<file path="config.mk">
export PLATFORM = sky130hd
export DESIGN_NAME = irq_arbiter
export DESIGN_NICKNAME = d
export VERILOG_FILES = /design/src/rtl/irq_arbiter_pkg.sv /design/src/rtl/irq_arbiter_prio_enc.sv /design/src/rtl/irq_arbiter.sv
export SDC_FILE = /design/constraint.sdc
export NUM_CORES = 1
export LEC_CHECK = 0
export ABC_AREA = 1
export BUFFER_PORTS_ARGS = -buffer_cell sky130_fd_sc_hd__buf_4
export CORE_UTILIZATION = 50
export DETAILED_ROUTE_END_ITERATION = 10
export PLACE_DENSITY = 0.74
export SLEW_MARGIN = 15
export SYNTH_ARGS = -nofsm -noshare
export SYNTH_HDL_FRONTEND = slang
export SYNTH_SLANG_ARGS = --single-unit
export TNS_END_PERCENT = 20
</file>
<file path="constraint.sdc">
create_clock -name clk -period 2.5 [get_ports clk]
set_input_delay 0.5 -clock clk [delete_from_list [all_inputs] [get_ports clk]]
set_output_delay 0.5 -clock clk [all_outputs]
set_load 0.1 [all_outputs]
</file>
<file path="src/rtl/irq_arbiter_pkg.sv">
// Shared constants, state encoding and helpers for the interrupt arbiter.
package irq_arbiter_pkg;

   localparam int IRQ_SOURCES  = 8;
   localparam int IRQ_NONE_BIT = 3;

   typedef enum logic [1:0] {
      IRQ_IDLE    = 2'd0,
      IRQ_PRESENT = 2'd1,
      IRQ_GAP     = 2'd2
   } irq_state_t;

   // One-hot pending bit for a presented source index.
   function automatic logic [IRQ_SOURCES-1:0] irq_onehot(input logic [2:0] idx);
      irq_onehot = 8'd1 << idx;
   endfunction

endpackage

</file>
<file path="src/rtl/irq_arbiter_prio_enc.sv">
// Priority encoder: highest set bit wins; index[3] flags an empty input vector.
module irq_arbiter_prio_enc
   import irq_arbiter_pkg::*;
(
   input  logic [IRQ_SOURCES-1:0] bits,
   output logic [3:0]             index
);

   // Ascending scan so the last (highest) set bit overrides lower ones.
   always_comb begin
      index = 4'b1000;
      for (int i = 0; i < IRQ_SOURCES; i++) begin
         index = bits[i] ? {1'b0, 3'(i)} : index;
      end
   end

endmodule

</file>
<file path="src/rtl/irq_arbiter.sv">
// Interrupt front end: synchronise and edge-detect eight requests, latch them as
// pending, mask, and present the highest-priority source to the host with req/ack.
module irq_arbiter
   import irq_arbiter_pkg::*;
#(
   parameter int                     SYNC_STAGES = 2,
   parameter logic [IRQ_SOURCES-1:0] MASK_RESET  = 8'h00
) (
   input  logic                   clk,
   input  logic                   rst,
   input  logic [IRQ_SOURCES-1:0] irqIn,
   input  logic                   maskWr,
   input  logic [IRQ_SOURCES-1:0] maskData,
   input  logic                   clrWr,
   input  logic [IRQ_SOURCES-1:0] clrData,
   input  logic                   ack,
   output logic                   irqOut,
   output logic [2:0]             irqIndex,
   output logic [IRQ_SOURCES-1:0] pending,
   output logic [IRQ_SOURCES-1:0] mask
);

   logic [SYNC_STAGES-1:0][IRQ_SOURCES-1:0] sync_q, sync_d;
   logic [IRQ_SOURCES-1:0] prev_q, prev_d;
   logic [IRQ_SOURCES-1:0] pending_q, pending_d;
   logic [IRQ_SOURCES-1:0] mask_q, mask_d;
   logic                   irq_out_q, irq_out_d;
   logic [2:0]             irq_index_q, irq_index_d;
   irq_state_t             state_q, state_d;

   logic [IRQ_SOURCES-1:0] rise_s;
   logic [IRQ_SOURCES-1:0] masked_s;
   logic [IRQ_SOURCES-1:0] clr_vec_s;
   logic [3:0]             enc_index_s;
   logic                   ack_ok_s;

   irq_arbiter_prio_enc u_prio_enc (
      .bits  (masked_s),
      .index (enc_index_s)
   );

   // Synchroniser chain, edge detector, mask and pending update.
   always_comb begin
      sync_d[0] = irqIn;
      for (int s = 1; s < SYNC_STAGES; s++) begin
         sync_d[s] = sync_q[s-1];
      end
      prev_d    = sync_q[SYNC_STAGES-1];
      rise_s    = sync_q[SYNC_STAGES-1] & ~prev_q;
      masked_s  = pending_q & mask_q;
      clr_vec_s = (clrWr ? clrData : 8'h00) |
                  (ack_ok_s ? irq_onehot(irq_index_q) : 8'h00);
      // Set is OR-ed after the clear so a coincident edge is never lost.
      pending_d = (pending_q & ~clr_vec_s) | rise_s;
      mask_d    = maskWr ? maskData : mask_q;
   end

   // Presentation state machine; the index is frozen outside IDLE.
   always_comb begin
      state_d     = state_q;
      irq_out_d   = irq_out_q;
      irq_index_d = irq_index_q;
      ack_ok_s    = 1'b0;
      case (state_q)
         IRQ_IDLE: begin
            if (!enc_index_s[IRQ_NONE_BIT]) begin
               irq_index_d = enc_index_s[2:0];
               irq_out_d   = 1'b1;
               state_d     = IRQ_PRESENT;
            end else begin
               irq_out_d   = 1'b0;
            end
         end
         IRQ_PRESENT: begin
            if (ack) begin
               ack_ok_s  = 1'b1;
               irq_out_d = 1'b0;
               state_d   = IRQ_GAP;
            end else if (!masked_s[irq_index_q]) begin
               irq_out_d = 1'b0;
               state_d   = IRQ_GAP;
            end else begin
               irq_out_d = 1'b1;
            end
         end
         IRQ_GAP: begin
            irq_out_d = 1'b0;
            state_d   = IRQ_IDLE;
         end
         default: begin
            irq_out_d = 1'b0;
            state_d   = IRQ_IDLE;
         end
      endcase
   end

   // State registers with synchronous reset.
   always_ff @(posedge clk) begin
      if (rst) begin
         sync_q      <= '0;
         prev_q      <= 8'h00;
         pending_q   <= 8'h00;
         mask_q      <= MASK_RESET;
         irq_out_q   <= 1'b0;
         irq_index_q <= 3'd0;
         state_q     <= IRQ_IDLE;
      end else begin
         sync_q      <= sync_d;
         prev_q      <= prev_d;
         pending_q   <= pending_d;
         mask_q      <= mask_d;
         irq_out_q   <= irq_out_d;
         irq_index_q <= irq_index_d;
         state_q     <= state_d;
      end
   end

   assign irqOut   = irq_out_q;
   assign irqIndex = irq_index_q;
   assign pending  = pending_q;
   assign mask     = mask_q;

endmodule

</file>
==> flow_metrics.py <==
metrics = {
    "clock_tree": {
        "cts_resized": 0,
        "clkTransAtPathRegs_ns": 0.13,
        "cts_num_sinks": 46,
        "htreeDepth": 2,
        "cts_tree": "built",
        "holdBufCountCts": 0,
        "clock_path_buffers": 2,
        "cts_root_buf": "clkbuf_4",
        "cts_inserted_buffers": 5,
        "postCtsSetupBuffers": 0,
        "clk_latency_ns": 0.36,
    },
    "grt": {
        "met1_usage_pct": 21.9,
        "antenna_found_initial": 0,
        "first_global_vias": 1241,
        "grt_use_met2_pct": 32.4,
        "grt_usage_pct": 19.3,
        "grt_pass1_wl_um": 5170,
        "grt_max_degree": 36,
        "grtUsageMet3_pct": 5.18,
        "grt-ovfl-total": 0,
        "top_usage_layer": "met2",
    },
    "synthesis": {
        "ys_ff_latch": 46,
        "postSynthAreaPerCell_um2": 7.68,
        "synthCells": 235,
        "syn-cell-area_um2": 1800,
        "synth_top_area_share_pct": 51.0,
        "syn_nets": 264,
        "ys_warn_count": 0,
        "synth_area_leaders": "dfxtp_1 51%, nand2_1 10%, nor2_1 9.6%",
        "yosysSeqAreaShare_pct": 51.0,
        "synth_top_area_cell": "dfxtp_1",
        "ys_types": 24,
    },
    "timing": {
        "min_period_ns": 1.83,
        "report.final.slew_viol_count": 0,
        "fmax_mhz": 547,
        "fin_skew_ns": 0.00999,
        "hold_violations": 0,
        "maxSlewHeadroom_pct": 72.4,
        "tns_ns": 0,
        "worst_slew_pin_slew_ns": 0.414,
        "finalSetupViolations": 0,
        "post-route-period-util_pct": 73.2,
        "rsz0062_at_grt": "false",
    },
    "status": {
        "status": "complete, no violations",
    },
    "detailed_routing": {
        "wl_um": 3490,
        "ant_nets": 0,
        "via_per_inst": 4.65,
        "wl_per_cell_um": 10.6,
        "drc": 0,
        "vias": 1534,
        "firstDrtPassIters": 4,
        "drt_iter0_markers": 78,
    },
    "placement": {
        "placed_area_um2": 2170,
        "place_congestion": 0.831,
        "hpwl_um": 2580,
        "placedCellCount": 322,
        "portBuffers": 48,
    },
    "finish": {
        "nets": 312,
        "areaGrowthSynthToFinish_pct": 24.8,
        "diodes": 0,
        "fillers": 290,
        "final_cell_area_um2": 2250,
        "instances_no_fill": 330,
        "drive_gt1_share_pct": 25.7,
    },
    "critical_path": {
        "crit_chain": "buf_4",
        "worst-path-max-fanout": 9,
        "worst_ep_arrival_time_ns": 1.33,
        "cpPeakStageDelay_ns": 0.60,
        "crit_buf_inv": 1,
        "cp_slowest_cell": "dfxtp_1",
        "crit_type": "reg -> out",
        "end_kind": "output port",
        "crit_path_start_kind": "register",
        "crit_required_ns": 2.00,
        "cp_top_family": "flip-flops",
        "ff2ff_setup_slack_ns": 1.26,
    },
    "power": {
        "p_leak_nw": 1.12,
        "ir_drop_mv": 0.376,
        "powerDensity_nw_per_um2": 720,
    },
    "floorplan": {
        "die_y_um": 62.1,
        "start_util_pct": 53.2,
        "io_pins": 49,
        "die-area_um2": 3850,
        "core_area_um2": 3390,
        "die_x_um": 62.1,
        "row_count": 21,
    },
    "flow_run": {
        "maxCapViolCount": 0,
    },
    "min_path": {
        "hold_path_class": "in -> reg",
    },
}
==> cell type report <==
type	count	area, um2	share of cell area, %
flip-flops and latches	46	921	40.9
multi-input cells	147	691	30.7
repair buffers	48	360	16.0
inverters	35	144	6.39
well taps	46	57.6	2.56
clock buffers	6	41.3	1.83
clock inverters	2	37.5	1.67
==> through the flow <==
stage | util (%) | power (mW) | worst slack [ns] | hold slack [ns]
4_1_cts | 66.4 | 1.63 | 0.663 | 0.330
5_1_grt | 66.4 | 1.70 | 0.632 | 0.317
3_5_place_dp | 64.1 | 1.20 | 1.08 | 0.395
3_3_place_gp | 64.1 | 1.19 | 1.12 | 0.388
6_report | 66.4 | 1.62 | 0.670 | 0.335
2_1_floorplan | - | 1.11 | 0.692 | 0.388
==> cells in the mapped netlist (all sizes together) <==
cell	number
nor3	1
dfxtp	46
nand3	12
a21oi	2
buf	7
nand2	56
inv	35
o21ai	9
nor2	50
o31ai	8
nand4	9
==> logic make-up after synthesis <==
| kind of cell | after synthesis | synth area share [%] |
|---|---|---|
| AND/OR/NAND/NOR | 128 | 31.7 |
| flip-flops | 46 | 51.0 |
| buffers and inverters | 42 | 10.7 |
| AO/OA/AOI/OAI | 19 | 6.59 |
==> path summary, 6_finish.rpt <==
path / to / cells after the start / from
worst max-delay path: irqIndex[0] / 1 / irqIndex[0]$_SDFFE_PP0P_
worst min-delay path: sync_d[10]$_SDFF_PP0_ / 3 / irqIn[2]
worst max register to register: pending[5]$_SDFF_PP0_ / 5 / irqIndex[0]$_SDFFE_PP0P_
worst min register to register: prev_d[6]$_SDFF_PP0_ / 2 / sync_d[14]$_SDFF_PP0_
==> sequential cells by signal (all words and copies together), names as in the netlist <==
name / cells
mask: 8
pending: 8
prev_d: 8
prev_q: 8
sync_d: 8
irqIndex: 3
state_q: 2
irqOut: 1
==> routing by layer <==
metal	routed length (um)	vias up
met4	80	0
met3	168	9
li1	-	828
met2	1630	47
met1	1610	650
met5	0	-
==> report_power, final <==
part | leakage, nW | internal, mW | switching, mW
Sequential | 0.378 | 0.773 | 0.0350
Combinational | 0.705 | 0.101 | 0.271
Clock | 0.0385 | 0.211 | 0.230
Total | 1.12 | 1.09 | 0.536
==> placed cells by master (no fill, tap or decap) <==
cell type   count
a21oi_1         1
a21oi_2         1
buf_4          48
bufinv_16       1
clkbuf_1        1
clkbuf_4        5
clkinvlp_4      1
dfxtp_1        46
inv_1          30
inv_2           3
inv_6           1
inv_8           1
nand2_1        49
nand2_2         5
nand2_4         2
nand3_1        11
nand3_2         1
nand4_1         9
nor2_1         46
nor2_2          2
nor2_4          2
nor3_1          1
o21ai_0         8
o21ai_1         1
o31ai_1         8
No activity file was read; power rests on OpenSTA's default activity.
